**src/rtl/interfaz_pkg.sv**
```systemverilog
// Shared definitions for the RX frame interface: FSM state encoding and error cause codes.
package interfaz_pkg;

  typedef enum logic [2:0] {
    ST_IDLE    = 3'd0,
    ST_GET_B   = 3'd1,
    ST_GET_OP  = 3'd2,
    ST_GET_CHK = 3'd3,
    ST_VALID   = 3'd4
  } state_t;

  typedef enum logic [1:0] {
    ERR_NONE     = 2'b00,
    ERR_TIMEOUT  = 2'b01,
    ERR_OVERRUN  = 2'b10,
    ERR_CHECKSUM = 2'b11
  } err_t;

endpackage

```
**src/rtl/interfaz_rx_frame_if.sv**
```systemverilog
// Byte-stream input and ALU-facing frame outputs of interfaz_rx_frame, bundled as one interface.
interface interfaz_rx_frame_if #(
  parameter int NB_DATA     = 8,
  parameter int NB_OPERADOR = 6
);
  logic [NB_DATA-1:0]     i_data;
  logic                   i_done_data;
  logic                   i_alu_ready;
  logic [NB_DATA-1:0]     o_a;
  logic [NB_DATA-1:0]     o_b;
  logic [NB_OPERADOR-1:0] o_op;
  logic                   o_rx_alu_done;
  logic                   o_err;
  logic [1:0]             o_err_code;
  logic                   o_busy;

  // master: the rx/ALU environment; slave: the frame assembler
  modport master (
    output i_data, i_done_data, i_alu_ready,
    input  o_a, o_b, o_op, o_rx_alu_done, o_err, o_err_code, o_busy
  );

  modport slave (
    input  i_data, i_done_data, i_alu_ready,
    output o_a, o_b, o_op, o_rx_alu_done, o_err, o_err_code, o_busy
  );
endinterface

```
**src/rtl/interfaz_rx_frame_watchdog_cnt.sv**
```systemverilog
// Inter-byte watchdog: counts while running, one-cycle o_expired when the count reaches MAX-1.
module watchdog_cnt #(
  parameter int MAX = 4096,
  parameter int NB  = $clog2(MAX)
) (
  input  logic i_clk,
  input  logic i_rst,
  input  logic i_clear,
  input  logic i_run,
  output logic o_expired
);
  localparam logic [NB-1:0] LAST = NB'(MAX - 1);

  logic [NB-1:0] cnt_reg;

  // Wrapping after LAST keeps o_expired a single-cycle pulse even if i_run stays high.
  always_ff @(posedge i_clk) begin
    if (!i_rst || i_clear || !i_run) begin
      cnt_reg <= '0;
    end else if (cnt_reg == LAST) begin
      cnt_reg <= '0;
    end else begin
      cnt_reg <= cnt_reg + 1'b1;
    end
  end

  // A clear (accepted byte) in the expiry cycle suppresses the pulse.
  assign o_expired = i_run && !i_clear && (cnt_reg == LAST);
endmodule

```
**src/rtl/interfaz_rx_frame.sv**
```systemverilog
// Assembles A, B, OP (and CHK when FRAME_CHECKSUM_EN is defined) from the rx byte stream and
// presents the frame to the ALU with valid/ready, plus timeout/overrun/checksum error reporting.
module interfaz_rx_frame
  import interfaz_pkg::*;
#(
  parameter int NB_DATA     = 8,
  parameter int NB_OPERADOR = 6,
  parameter int TIMEOUT_CLK = 4096
) (
  input logic              i_clk,
  input logic              i_rst,
  interfaz_rx_frame_if.slave bus
);
  state_t                 state_reg, state_next;
  logic [NB_DATA-1:0]     sh_a_reg, sh_a_next;
  logic [NB_DATA-1:0]     sh_b_reg, sh_b_next;
`ifdef FRAME_CHECKSUM_EN
  logic [NB_DATA-1:0]     sh_op_reg, sh_op_next;
`endif
  logic [NB_DATA-1:0]     a_reg, a_next;
  logic [NB_DATA-1:0]     b_reg, b_next;
  logic [NB_OPERADOR-1:0] op_reg, op_next;
  logic                   err_reg, err_next;
  err_t                   code_reg, code_next;
  logic                   wd_run;
  logic                   wd_expired;

  assign wd_run = (state_reg == ST_GET_B) || (state_reg == ST_GET_OP) ||
                  (state_reg == ST_GET_CHK);

  watchdog_cnt #(
    .MAX (TIMEOUT_CLK)
  ) u_watchdog (
    .i_clk     (i_clk),
    .i_rst     (i_rst),
    .i_clear   (bus.i_done_data),
    .i_run     (wd_run),
    .o_expired (wd_expired)
  );

  always_ff @(posedge i_clk) begin
    if (!i_rst) begin
      state_reg <= ST_IDLE;
      sh_a_reg  <= '0;
      sh_b_reg  <= '0;
`ifdef FRAME_CHECKSUM_EN
      sh_op_reg <= '0;
`endif
      a_reg     <= '0;
      b_reg     <= '0;
      op_reg    <= '0;
      err_reg   <= 1'b0;
      code_reg  <= ERR_NONE;
    end else begin
      state_reg <= state_next;
      sh_a_reg  <= sh_a_next;
      sh_b_reg  <= sh_b_next;
`ifdef FRAME_CHECKSUM_EN
      sh_op_reg <= sh_op_next;
`endif
      a_reg     <= a_next;
      b_reg     <= b_next;
      op_reg    <= op_next;
      err_reg   <= err_next;
      code_reg  <= code_next;
    end
  end

  always_comb begin
    state_next = state_reg;
    sh_a_next  = sh_a_reg;
    sh_b_next  = sh_b_reg;
`ifdef FRAME_CHECKSUM_EN
    sh_op_next = sh_op_reg;
`endif
    a_next     = a_reg;
    b_next     = b_reg;
    op_next    = op_reg;
    err_next   = 1'b0;
    code_next  = code_reg;

    case (state_reg)
      ST_IDLE: begin
        if (bus.i_done_data) begin
          sh_a_next  = bus.i_data;
          state_next = ST_GET_B;
        end
      end
      ST_GET_B: begin
        if (bus.i_done_data) begin
          sh_b_next  = bus.i_data;
          state_next = ST_GET_OP;
        end else if (wd_expired) begin
          state_next = ST_IDLE;
          err_next   = 1'b1;
          code_next  = ERR_TIMEOUT;
        end
      end
      ST_GET_OP: begin
        if (bus.i_done_data) begin
`ifdef FRAME_CHECKSUM_EN
          sh_op_next = bus.i_data;
          state_next = ST_GET_CHK;
`else
          a_next     = sh_a_reg;
          b_next     = sh_b_reg;
          op_next    = bus.i_data[NB_OPERADOR-1:0];
          state_next = ST_VALID;
`endif
        end else if (wd_expired) begin
          state_next = ST_IDLE;
          err_next   = 1'b1;
          code_next  = ERR_TIMEOUT;
        end
      end
`ifdef FRAME_CHECKSUM_EN
      ST_GET_CHK: begin
        if (bus.i_done_data) begin
          if (bus.i_data == (sh_a_reg ^ sh_b_reg ^ sh_op_reg)) begin
            a_next     = sh_a_reg;
            b_next     = sh_b_reg;
            op_next    = sh_op_reg[NB_OPERADOR-1:0];
            state_next = ST_VALID;
          end else begin
            state_next = ST_IDLE;
            err_next   = 1'b1;
            code_next  = ERR_CHECKSUM;
          end
        end else if (wd_expired) begin
          state_next = ST_IDLE;
          err_next   = 1'b1;
          code_next  = ERR_TIMEOUT;
        end
      end
`endif
      ST_VALID: begin
        // A byte arriving together with ready starts the next frame instead of being lost.
        if (bus.i_alu_ready) begin
          if (bus.i_done_data) begin
            sh_a_next  = bus.i_data;
            state_next = ST_GET_B;
          end else begin
            state_next = ST_IDLE;
          end
        end else if (bus.i_done_data) begin
          err_next  = 1'b1;
          code_next = ERR_OVERRUN;
        end
      end
      default: state_next = ST_IDLE;
    endcase
  end

  assign bus.o_a           = a_reg;
  assign bus.o_b           = b_reg;
  assign bus.o_op          = op_reg;
  assign bus.o_rx_alu_done = (state_reg == ST_VALID);
  assign bus.o_err         = err_reg;
  assign bus.o_err_code    = code_reg;
  assign bus.o_busy        = (state_reg != ST_IDLE);
endmodule

```
**src/flat_wrapper.sv**
```systemverilog
// flat-port wrapper written by rule: the top's interface ports become plain ports
module interfaz_rx_frame_flat import interfaz_pkg::*;
#(
  parameter int NB_DATA     = 8,
  parameter int NB_OPERADOR = 6,
  parameter int TIMEOUT_CLK = 4096
)
  (i_clk, i_rst, bus_i_data, bus_i_done_data, bus_i_alu_ready, bus_o_a, bus_o_b, bus_o_op, bus_o_rx_alu_done, bus_o_err, bus_o_err_code, bus_o_busy);
  interfaz_rx_frame_if #(.NB_DATA(NB_DATA), .NB_OPERADOR(NB_OPERADOR)) bus_i ();
  input logic i_clk;
  input logic i_rst;
  input wire logic [$bits(bus_i.i_data)-1:0] bus_i_data;
  input wire logic [$bits(bus_i.i_done_data)-1:0] bus_i_done_data;
  input wire logic [$bits(bus_i.i_alu_ready)-1:0] bus_i_alu_ready;
  output wire logic [$bits(bus_i.o_a)-1:0] bus_o_a;
  output wire logic [$bits(bus_i.o_b)-1:0] bus_o_b;
  output wire logic [$bits(bus_i.o_op)-1:0] bus_o_op;
  output wire logic [$bits(bus_i.o_rx_alu_done)-1:0] bus_o_rx_alu_done;
  output wire logic [$bits(bus_i.o_err)-1:0] bus_o_err;
  output wire logic [$bits(bus_i.o_err_code)-1:0] bus_o_err_code;
  output wire logic [$bits(bus_i.o_busy)-1:0] bus_o_busy;
  assign bus_i.i_data = bus_i_data;
  assign bus_i.i_done_data = bus_i_done_data;
  assign bus_i.i_alu_ready = bus_i_alu_ready;
  assign bus_o_a = bus_i.o_a;
  assign bus_o_b = bus_i.o_b;
  assign bus_o_op = bus_i.o_op;
  assign bus_o_rx_alu_done = bus_i.o_rx_alu_done;
  assign bus_o_err = bus_i.o_err;
  assign bus_o_err_code = bus_i.o_err_code;
  assign bus_o_busy = bus_i.o_busy;
  interfaz_rx_frame #(.NB_DATA(NB_DATA), .NB_OPERADOR(NB_OPERADOR), .TIMEOUT_CLK(TIMEOUT_CLK)) u_core (.i_clk(i_clk), .i_rst(i_rst), .bus(bus_i));
endmodule
```
**config.mk**
```make
export PLATFORM = sky130hd
export DESIGN_NAME = interfaz_rx_frame_flat
export DESIGN_NICKNAME = d
export VERILOG_FILES = /design/src/rtl/interfaz_pkg.sv /design/src/rtl/interfaz_rx_frame_if.sv /design/src/rtl/interfaz_rx_frame_watchdog_cnt.sv /design/src/rtl/interfaz_rx_frame.sv /design/src/flat_wrapper.sv
export SDC_FILE = /design/constraint.sdc
export NUM_CORES = 1
export LEC_CHECK = 0
export CAP_MARGIN = 15
export CORE_ASPECT_RATIO = 0.5
export CORE_UTILIZATION = 52
export CTS_CLUSTER_DIAMETER = 30
export DETAILED_ROUTE_END_ITERATION = 7
export PLACE_DENSITY = 0.78
export SLEW_MARGIN = 20
export SYNTH_ARGS = -nofsm -noshare
export SYNTH_HDL_FRONTEND = slang
export SYNTH_SLANG_ARGS = --single-unit
```
**constraint.sdc**
```tcl
create_clock -name i_clk -period 2 [get_ports i_clk]
set_input_delay 0.3 -clock i_clk [delete_from_list [all_inputs] [get_ports i_clk]]
set_output_delay 0.3 -clock i_clk [all_outputs]
set_load 0.01 [all_outputs]
```
==> results of run 1 <==
-- worst max-delay path, stage by stage (launching register included) --
cell             delay, ps
dfxtp_1                390
or3_1                  380
clkdlybuf4s50_1        480
-- cells by family after synthesis --
| kind of cell | synth area share |
|---|---|
| and+or+nand+nor | 0.2412 |
| muxes | 0.03469 |
| AOI/OAI and AO/OA | 0.1843 |
| buffers and inverters | 0.03740 |
| xor gates and xnor gates | 0.01138 |
| adders and majority gates | 0.005419 |
| DFF | 0.4856 |
-- synth_stat cells (4+ instances only) --
master and count:
clkbuf_1 10, inv_1 5, dfxtp_1 56, nand4_1 4
mux2i_1 8, o21ai_0 14, nand3_1 11, nor2_1 5
nand2_1 49, a21boi_0 30, buf_2 6, nor2b_1 12
a211oi_1 5
-- power groups by stage --
stage	Sequential (mW)	Clock, mW	Combinational (mW)
CTS	1.16	0.665	0.167
floorplan	1.18	0	0.103
global placement	1.18	0	0.164
global route	1.16	0.710	0.182
finish	1.16	0.637	0.166
detailed placement	1.19	0	0.167
-- area by class of cell --
cell class / instances / area [um^2] / share of cell area
Clock buffer: 5 / 68.82 / 0.02376
Clock inverter: 3 / 27.53 / 0.009503
Inverter: 5 / 18.77 / 0.006479
Multi-Input combinational cell: 177 / 1107 / 0.3823
Sequential cell: 56 / 1124 / 0.3879
Tap cell: 54 / 67.56 / 0.02333
Timing Repair Buffer: 48 / 483.0 / 0.1667
-- layer usage --
metal	up-vias	global-route usage
li1	960	-
met1	898	0.2594
met2	21	0.3452
met3	7	0.06075
met4	0	0.06468
met5	-	0
-- per-stage QoR --
stage	std cells	power (mW)
2_1_floorplan	254	1.280
3_5_place_dp	340	1.352
4_1_cts	348	1.993
6_report	348	1.964
3_3_place_gp	340	1.348
5_1_grt	348	2.057
-- final timing paths --
check,from,slack (ps),endpoint
setup reg to reg,u_core.u_watchdog.cnt_reg[0],310,u_core.bus.o_err_code[1]
setup / recovery,u_core.state_reg[2],140,bus_o_busy
hold / removal,u_core.bus.o_a[0],470,u_core.bus.o_a[0]
hold reg to reg,u_core.bus.o_a[0],470,u_core.bus.o_a[0]
==> flow_summary.yaml, run 1 <==
detailed_routing:
  wl_per_cell_um: 12.90
  wl_met1_mm: 2.215
  drc_errors: 0
  viasPerCell: 5.420
  num_vias: 1886
  dr.pass1.iters: 4
  drt_iter0_drc: 53
  ant_nets: 0
  dr.max_layer_used: "met4"
  routed_wl_mm: 4.489
  wl_met2_mm: 2.074
  wl_met3_um: 152
worst_setup_path:
  critPathKind: "flop to primary output"
  worstPathRequired_ps: 1700
  crit_path_start_kind: "flop"
  reg2regPathDepth: 4
  crit_fanout: 8
  cp-end-kind: "primary output"
  crit_arrival_ps: 1560
yosys:
  async_flop_share: 0
  synth_edf_count: 0
  synth_top_cell_by_area: "dfxtp_1"
  synth.area.top_cells: "dfxtp_1 (49%), a21boi_0 (9.8%), nand2_1 (8.0%)"
  ys.flop_type: "dfxtp_1"
  netlist_area_mm2: 0.002308
  yosysTopAreaCellShare: 0.4856
  synth_nets: 267
  syn_avg_cell_area_um2: 9.088
  ys_ff_latch: 56
  synthCells: 254
  synth.distinct_cells: 41
  yosys_warnings: 0
  seq_area_frac_synth: 0.4856
timing:
  period_minus_slack_ps: 1856
  hold_ws_ps: 466.6
  clock_skew_ps: 10.75
  fmaxAchievable_mhz: 538.8
  rsz0062_at_grt: "false"
  relSlewSlack: 0.6977
  fin_ws_ps: 144.1
  worst_pin_slew_ps: 452.2
  hold_viol: 0
  setup_viol: 0
  min_period_over_period: 0.9280
  drv_slew: 0
  setup_tns_ps: 0
clocking:
  cts.sinks: 56
  cts-root-buf: "clkbuf_8"
  clkLatencyLatePin_ps: 310
  cts.path.max_buffers: 2
  cts_resized: 2
  clkTransAtPathRegs_ps: 110
  cts_hold_buf: 0
  cts_setup_buffers: 0
  numCtsBuffers: 5
  ctsHtreeMaxLevel: 2
  cts_tree: "yes"
pwr:
  p_leak_nw: 0.9353
  internal_power_mw: 1.486
  powerDensity_mw_per_mm2: 678.1
  combPwrFrac: 0.085
  ir_drop_mv: 0.3784
  swShare: 0.2433
  clkPwrFrac: 0.324
  power_frac_seq: 0.591
  p_switching_mw: 0.4778
layout:
  n_antenna_cell: 0
  area_growth_pct: 25.47
  nets: 306
  layout_commonest_cell: "dfxtp_1"
  post-route-cell-area_mm2: 0.002897
  largest_register_ffs: 12
  post-route-util: 0.7093
  fill_cells: 313
  final_layout_size_suffix_gt1_frac: 0.1020
  layout_common_cells: "dfxtp_1 (54), nand2_1 (49), clkdlybuf4s50_1 (37)"
die:
  fp.dieW_um: 96.23
  dieArea_mm2: 0.004726
  initial_core_util: 0.5653
  die_h_um: 49.12
  num_rows: 16
  io_pins: 39
  core_area_mm2: 0.004084
status:
  status: "completed"
placed_design:
  place_congestion: 0.7603
  placed_area_mm2: 0.002795
  dpl.hpwl_mm: 3.183
  post-place-ws_ps: 154.9
  io_buffers: 38
grt:
  grt_antenna_before_repair: 0
  grt_max_degree: 43
  grt_pass1_vias: 1782
  gr-usage-all-layers: 0.2075
  grt_overflow_total: 0
  grt_first_pass_wirelength_mm: 7.562
run:
  maxCapViolCount: 0
min_path:
  min_path_cells: 2
  hold_class: "flop to flop"
Note: power is estimated with default switching activity, not from simulation.
==> run 2: changes to the inputs <==
--- a/config.mk
+++ b/config.mk
@@ -10,8 +10,10 @@
 export CORE_UTILIZATION = 52
 export CTS_CLUSTER_DIAMETER = 30
 export DETAILED_ROUTE_END_ITERATION = 7
-export PLACE_DENSITY = 0.78
+export HOLD_SLACK_MARGIN = 0.08
+export PLACE_DENSITY = 0.79
 export SLEW_MARGIN = 20
 export SYNTH_ARGS = -nofsm -noshare
 export SYNTH_HDL_FRONTEND = slang
+export SYNTH_HIERARCHICAL = 1
 export SYNTH_SLANG_ARGS = --single-unit
==> run 2 against run 1 <==
  * Sequential share of layout area rose by 0.29 points
  * First-iteration DRC count rose by 7.5%
  * Critical path depth rose by 4
  * Setup slack got worse by 37 ps
  * Non-clock buffer count rose by 4
  * Maximum frequency fell by 1.9%
  * Largest power group unchanged
  * Highest routed layer unchanged
==> flow_summary.yaml, run 2 <==
layout:
  post-route-cell-area_mm2: 0.002869
  layout_common_cells: "dfxtp_1 (56), nand2_1 (47), clkdlybuf4s50_1 (37)"
  nets: 316
  fill_cells: 336
  largest_register_ffs: 12
  layout_commonest_cell: "dfxtp_1"
  area_growth_pct: 25.99
  n_antenna_cell: 0
  final_layout_size_suffix_gt1_frac: 0.1184
detailed_routing:
  routed_wl_mm: 4.779
  viasPerCell: 5.450
  wl_per_cell_um: 13.35
  dr.pass1.iters: 4
  num_vias: 1951
  ant_nets: 0
  drt_iter0_drc: 57
  drc_errors: 0
pwr:
  clkPwrFrac: 0.320
  ir_drop_mv: 0.3652
  swShare: 0.2426
  power_frac_seq: 0.595
  internal_power_mw: 1.463
  p_leak_nw: 0.9808
  powerDensity_mw_per_mm2: 673.2
  power_mw: 1.931
  p_switching_mw: 0.4685
  combPwrFrac: 0.085
yosys:
  ys_ff_latch: 56
  seq_area_frac_synth: 0.4923
  synth_edf_count: 0
  synth.area.top_cells: "dfxtp_1 (49%), a21oi_1 (7.9%), nand2_1 (7.7%)"
  netlist_area_mm2: 0.002277
  synthCells: 260
  ys.flop_type: "dfxtp_1"
  yosysMostFrequentCell: "dfxtp_1"
  ys_top_cells_by_count: "dfxtp_1 (56), nand2_1 (47), a21oi_1 (36), nor2_1 (16), nand3_1 (13)"
  synth_top_cell_by_area: "dfxtp_1"
  synth_nets: 273
  async_flop_share: 0
  syn_avg_cell_area_um2: 8.758
  synth.distinct_cells: 48
  yosysTopAreaCellShare: 0.4923
  yosys_warnings: 6
worst_setup_path:
  critPathMaxStageDelay_ps: 430
  crit_fanout: 4
  worstPathRequired_ps: 2210
  cp-end-kind: "flop"
  crit_slowest_cell: "or4_4"
  crit_path_start_kind: "flop"
  crit_arrival_ps: 2100
  critical_path.cell_chain: "ha_1 -> nand3_2 -> nor4_4 -> nand2b_1 -> or4_4 -> a41o_1"
  critPathKind: "flop to flop"
min_path:
  hold_class: "flop to flop"
timing:
  hold_viol: 0
  worst_pin_slew_ps: 494.5
  min_period_over_period: 0.9464
  rsz0062_at_grt: "true"
  drv_slew: 0
  fmaxAchievable_mhz: 528.3
  period_minus_slack_ps: 1893
  setup_tns_ps: 0
  relSlewSlack: 0.6689
  setup_viol: 0
  fin_ws_ps: 107.3
  clock_skew_ps: 7.487
clocking:
  cts_resized: 0
  numCtsBuffers: 5
  cts-root-buf: "clkbuf_8"
  cts_hold_buf: 0
  clkLatencyLatePin_ps: 310
  clkTransAtPathRegs_ps: 100
  ctsHtreeMaxLevel: 2
  cts_tree: "yes"
  cts.sinks: 56
  cts_setup_buffers: 0
  cts.path.max_buffers: 2
die:
  num_rows: 16
  core_area_mm2: 0.004044
  die_h_um: 48.80
  io_pins: 39
  dieArea_mm2: 0.004664
  fp.dieW_um: 95.59
  initial_core_util: 0.5631
grt:
  grt_pass1_vias: 1752
  grt_antenna_before_repair: 0
  gr-usage-all-layers: 0.2203
  grt_first_pass_wirelength_mm: 7.928
  grt_overflow_total: 0
  grt_max_degree: 35
placed_design:
  placed_area_mm2: 0.002760
  dpl.hpwl_mm: 3.386
  place_congestion: 0.7779
  io_buffers: 38
  post-place-ws_ps: -130.6
run:
  maxCapViolCount: 0
status:
  status: "completed"
==> run 2: cell types whose count changed after synthesis, sizes merged, moves of 3 or more <==
cell    delta
a21oi     +35
a21boi    -30
nor2      +11
nor2b     -11
a211oi     -4
nand3b     +3
==> run 2: stage by stage <==
step | utilization | cells | hold WS (ps)
after floorplan | - | 260 | 428.4
after global placement | 0.6826 | 350 | 438.8
after detailed placement | 0.6826 | 350 | 443.7
after CTS | 0.7045 | 358 | 457.1
after global routing | 0.7095 | 358 | 486.5
final | 0.7095 | 358 | 455.7
==> run 2: power groups by stage <==
stage,Combinational (mW),Sequential (mW),Clock (mW)
2_1_floorplan,0.0965,1.17,0
3_3_place_gp,0.156,1.17,0
3_5_place_dp,0.160,1.18,0
4_1_cts,0.162,1.15,0.633
5_1_grt,0.178,1.15,0.686
6_report,0.163,1.15,0.618
==> run 2: critical path: cells and delay by family (launching register included) <==
family,cells,cell delay (ps)
AO/OA/AOI/OAI,1,250
adder cells (fa/ha/maj),1,220
flip-flops,1,390
AND/OR/NAND/NOR,4,940
==> run 2: final cells by class <==
class                   instances  area, um^2  area share
flip-flops and latches         56        1121      0.3908
repair buffers                 52       488.0      0.1701
multi-input cells             183        1082      0.3772
clock buffers                   6       72.57     0.02529
well taps                      54       67.56     0.02355
inverters                       5       21.27    0.007414
clock inverters                 2       16.27    0.005669
==> run 2: worst paths after layout <==
| path | slack [ps] | to | start | cells after the start |
|---|---|---|---|---|
| max | 110 | u_core/bus.o_err_code[1] | u_core/u_watchdog/cnt_reg[0] | 6 |
| min | 460 | u_core/bus.o_a[1] | u_core/sh_a_reg[1] | 2 |
| max reg2reg | 110 | u_core/bus.o_err_code[1] | u_core/u_watchdog/cnt_reg[0] | 6 |
| min reg2reg | 460 | u_core/bus.o_a[1] | u_core/sh_a_reg[1] | 2 |
==> run 2: per-layer routing <==
metal,part of all wire,global-route usage
met1,0.45,0.2742
met2,0.50,0.3750
met3,0.041,0.05919
met4,0.010,0.06468
met5,0,0
==> run 2: cells by family (layout without fill, tap and decap cells) <==
family | count (synthesis) | count (layout) | synth area share
muxes | 8 | 8 | 0.03517
AOI/OAI and AO/OA | 61 | 61 | 0.1538
adders and majority gates | 1 | 1 | 0.005494
and+or+nand+nor | 110 | 110 | 0.2550
xor gates and xnor gates | 3 | 3 | 0.01154
buffers and inverters | 21 | 65 | 0.04670
DFF | 56 | 56 | 0.4923
==> run 3: changes to the inputs <==
--- a/config.mk
+++ b/config.mk
@@ -7,11 +7,13 @@
 export LEC_CHECK = 0
 export CAP_MARGIN = 15
 export CORE_ASPECT_RATIO = 0.5
+export CORE_MARGIN = 1
 export CORE_UTILIZATION = 52
 export CTS_CLUSTER_DIAMETER = 30
 export DETAILED_ROUTE_END_ITERATION = 7
 export HOLD_SLACK_MARGIN = 0.08
 export PLACE_DENSITY = 0.79
+export RECOVER_POWER = 25
 export SLEW_MARGIN = 20
 export SYNTH_ARGS = -nofsm -noshare
 export SYNTH_HDL_FRONTEND = slang
==> run 3 against run 2 <==
  * Routed wire length about the same
  * Utilization is 0.28 points lower
  * Maximum frequency rose by 0.31%
  * Sequential power is essentially flat
  * Non-clock buffer count stayed put
  * First-iteration DRC count unchanged
  * Critical path depth unchanged
  * Via count unchanged
  * Die area unchanged
  * Clock skew is essentially flat
  * Sequential cell count unchanged
  * Setup slack better by 5.8 ps
  * Largest cell class unchanged
  * Largest power group unchanged
==> flow_summary.yaml, run 3 (synthesis results as in run 2) <==
status:
  status: "completed"
die:
  core_area_mm2: 0.004044
  fp.dieW_um: 95.59
  die_h_um: 48.80
  io_pins: 39
  initial_core_util: 0.5631
  num_rows: 16
  dieArea_mm2: 0.004664
placed_design:
  dpl.hpwl_mm: 3.386
  post-place-ws_ps: -130.6
  place_congestion: 0.7779
  io_buffers: 38
layout:
  area_growth_pct: 25.49
  largest_register_ffs: 12
  layout_common_cells: "dfxtp_1 (56), nand2_1 (47), clkdlybuf4s50_1 (37)"
  post-route-util: 0.7067
  nets: 316
  n_antenna_cell: 0
  final_layout_size_suffix_gt1_frac: 0.1086
  layout_commonest_cell: "dfxtp_1"
clocking:
  cts.path.max_buffers: 2
  cts.sinks: 56
  numCtsBuffers: 5
  cts_hold_buf: 0
  ctsHtreeMaxLevel: 2
  cts_tree: "yes"
  cts_setup_buffers: 0
  clkLatencyLatePin_ps: 310
  clkTransAtPathRegs_ps: 100
  cts_resized: 0
  cts-root-buf: "clkbuf_8"
timing:
  min_period_over_period: 0.9435
  setup_viol: 0
  drv_slew: 0
  fin_ws_ps: 113.1
  rsz0062_at_grt: "true"
  relSlewSlack: 0.6683
  clock_skew_ps: 7.235
  period_minus_slack_ps: 1887
  hold_ws_ps: 455.7
  hold_viol: 0
  fmaxAchievable_mhz: 530.0
  worst_pin_slew_ps: 495.4
worst_setup_path:
  cp-end-kind: "flop"
  crit_fanout: 4
  reg2regPathDepth: 6
  crit_arrival_ps: 2100
  critPathLaunch: "u_core/u_watchdog/cnt_reg[0]"
  crit_path_start_kind: "flop"
  critPathKind: "flop to flop"
  r2r-end: "u_core/bus.o_err_code[1]"
  worstReg2RegStart: "u_core/u_watchdog/cnt_reg[0]"
  cp-endpoint: "u_core/bus.o_err_code[1]"
  worstPathRequired_ps: 2210
  r2r_slack_ps: 110
detailed_routing:
  drc_errors: 0
  ant_nets: 0
  drt_iter0_drc: 57
  routed_wl_mm: 4.783
  num_vias: 1951
  wl_per_cell_um: 13.36
  viasPerCell: 5.450
  dr.pass1.iters: 4
pwr:
  powerDensity_mw_per_mm2: 675.9
  ir_drop_mv: 0.3652
  p_leak_nw: 0.9693
  power_mw: 1.931
grt:
  grt_pass1_vias: 1752
  gr-usage-all-layers: 0.2203
  grt_max_degree: 35
  grt_overflow_total: 0
  grt_antenna_before_repair: 0
  grt_first_pass_wirelength_mm: 7.928
run:
  maxCapViolCount: 0
min_path:
  hold_class: "flop to flop"
## run 3: cell types whose count changed in the layout (fill, tap and decap cells not counted)
cell	previous run	this run
clkbuf_1	1	4
buf_4	14	11
## run 3: where the power goes
| group | internal (mW) | switching [mW] |
|---|---|---|
| logic | 0.0741 | 0.0889 |
| registers | 1.14 | 0.0117 |
| clock network | 0.250 | 0.368 |
| total | 1.46 | 0.469 |
## run 3: worst min-delay path by stage
stage          slack [ps]                      endpoint                          from  cells past startpoint
6_report              460             u_core/bus.o_a[1]            u_core/sh_a_reg[1]                      2
5_1_grt               490            u_core/bus.o_op[1]            u_core/bus.o_op[1]                      2
4_1_cts               460             u_core/bus.o_a[5]            u_core/sh_a_reg[5]                      2
3_5_place_dp          440             u_core/bus.o_a[5]            u_core/sh_a_reg[5]                      2
3_3_place_gp          440  u_core/u_watchdog/cnt_reg[0]  u_core/u_watchdog/cnt_reg[0]                      1
2_1_floorplan         430             u_core/bus.o_a[0]            u_core/sh_a_reg[0]                      2
## run 3: critical path, cell delays in order, from the launching register on
cell	delay, ps
dfxtp_1	390
ha_1	210
nand3_2	120
nor4_4	300
nand2b_1	90
or4_4	430
a41o_1	250
## run 3: final cells by class
class / instances / area, um^2
repair buffers: 52 / 476.7
clock inverters: 2 / 16.27
multi-input cells: 183 / 1082
clock buffers: 6 / 72.57
flip-flops and latches: 56 / 1121
well taps: 54 / 67.56
inverters: 5 / 21.27
fillers: 336 / 1186
## run 3: metal layers
layer / global-route usage / share of wire / up-vias
met5: 0 / 0 / -
li1: - / - / 988
met2: 0.3750 / 0.49 / 28
met1: 0.2742 / 0.45 / 928
met3: 0.05919 / 0.041 / 7
met4: 0.06468 / 0.010 / 0
## run 3: per-stage QoR
stage,area [um^2],TNS [ps],std cells
final,2858,0,358
after global routing,2858,0,358
after CTS,2849,0,358
after detailed placement,2760,-147.2,350
after global placement,2760,-84.71,350
after floorplan,2292,0,260
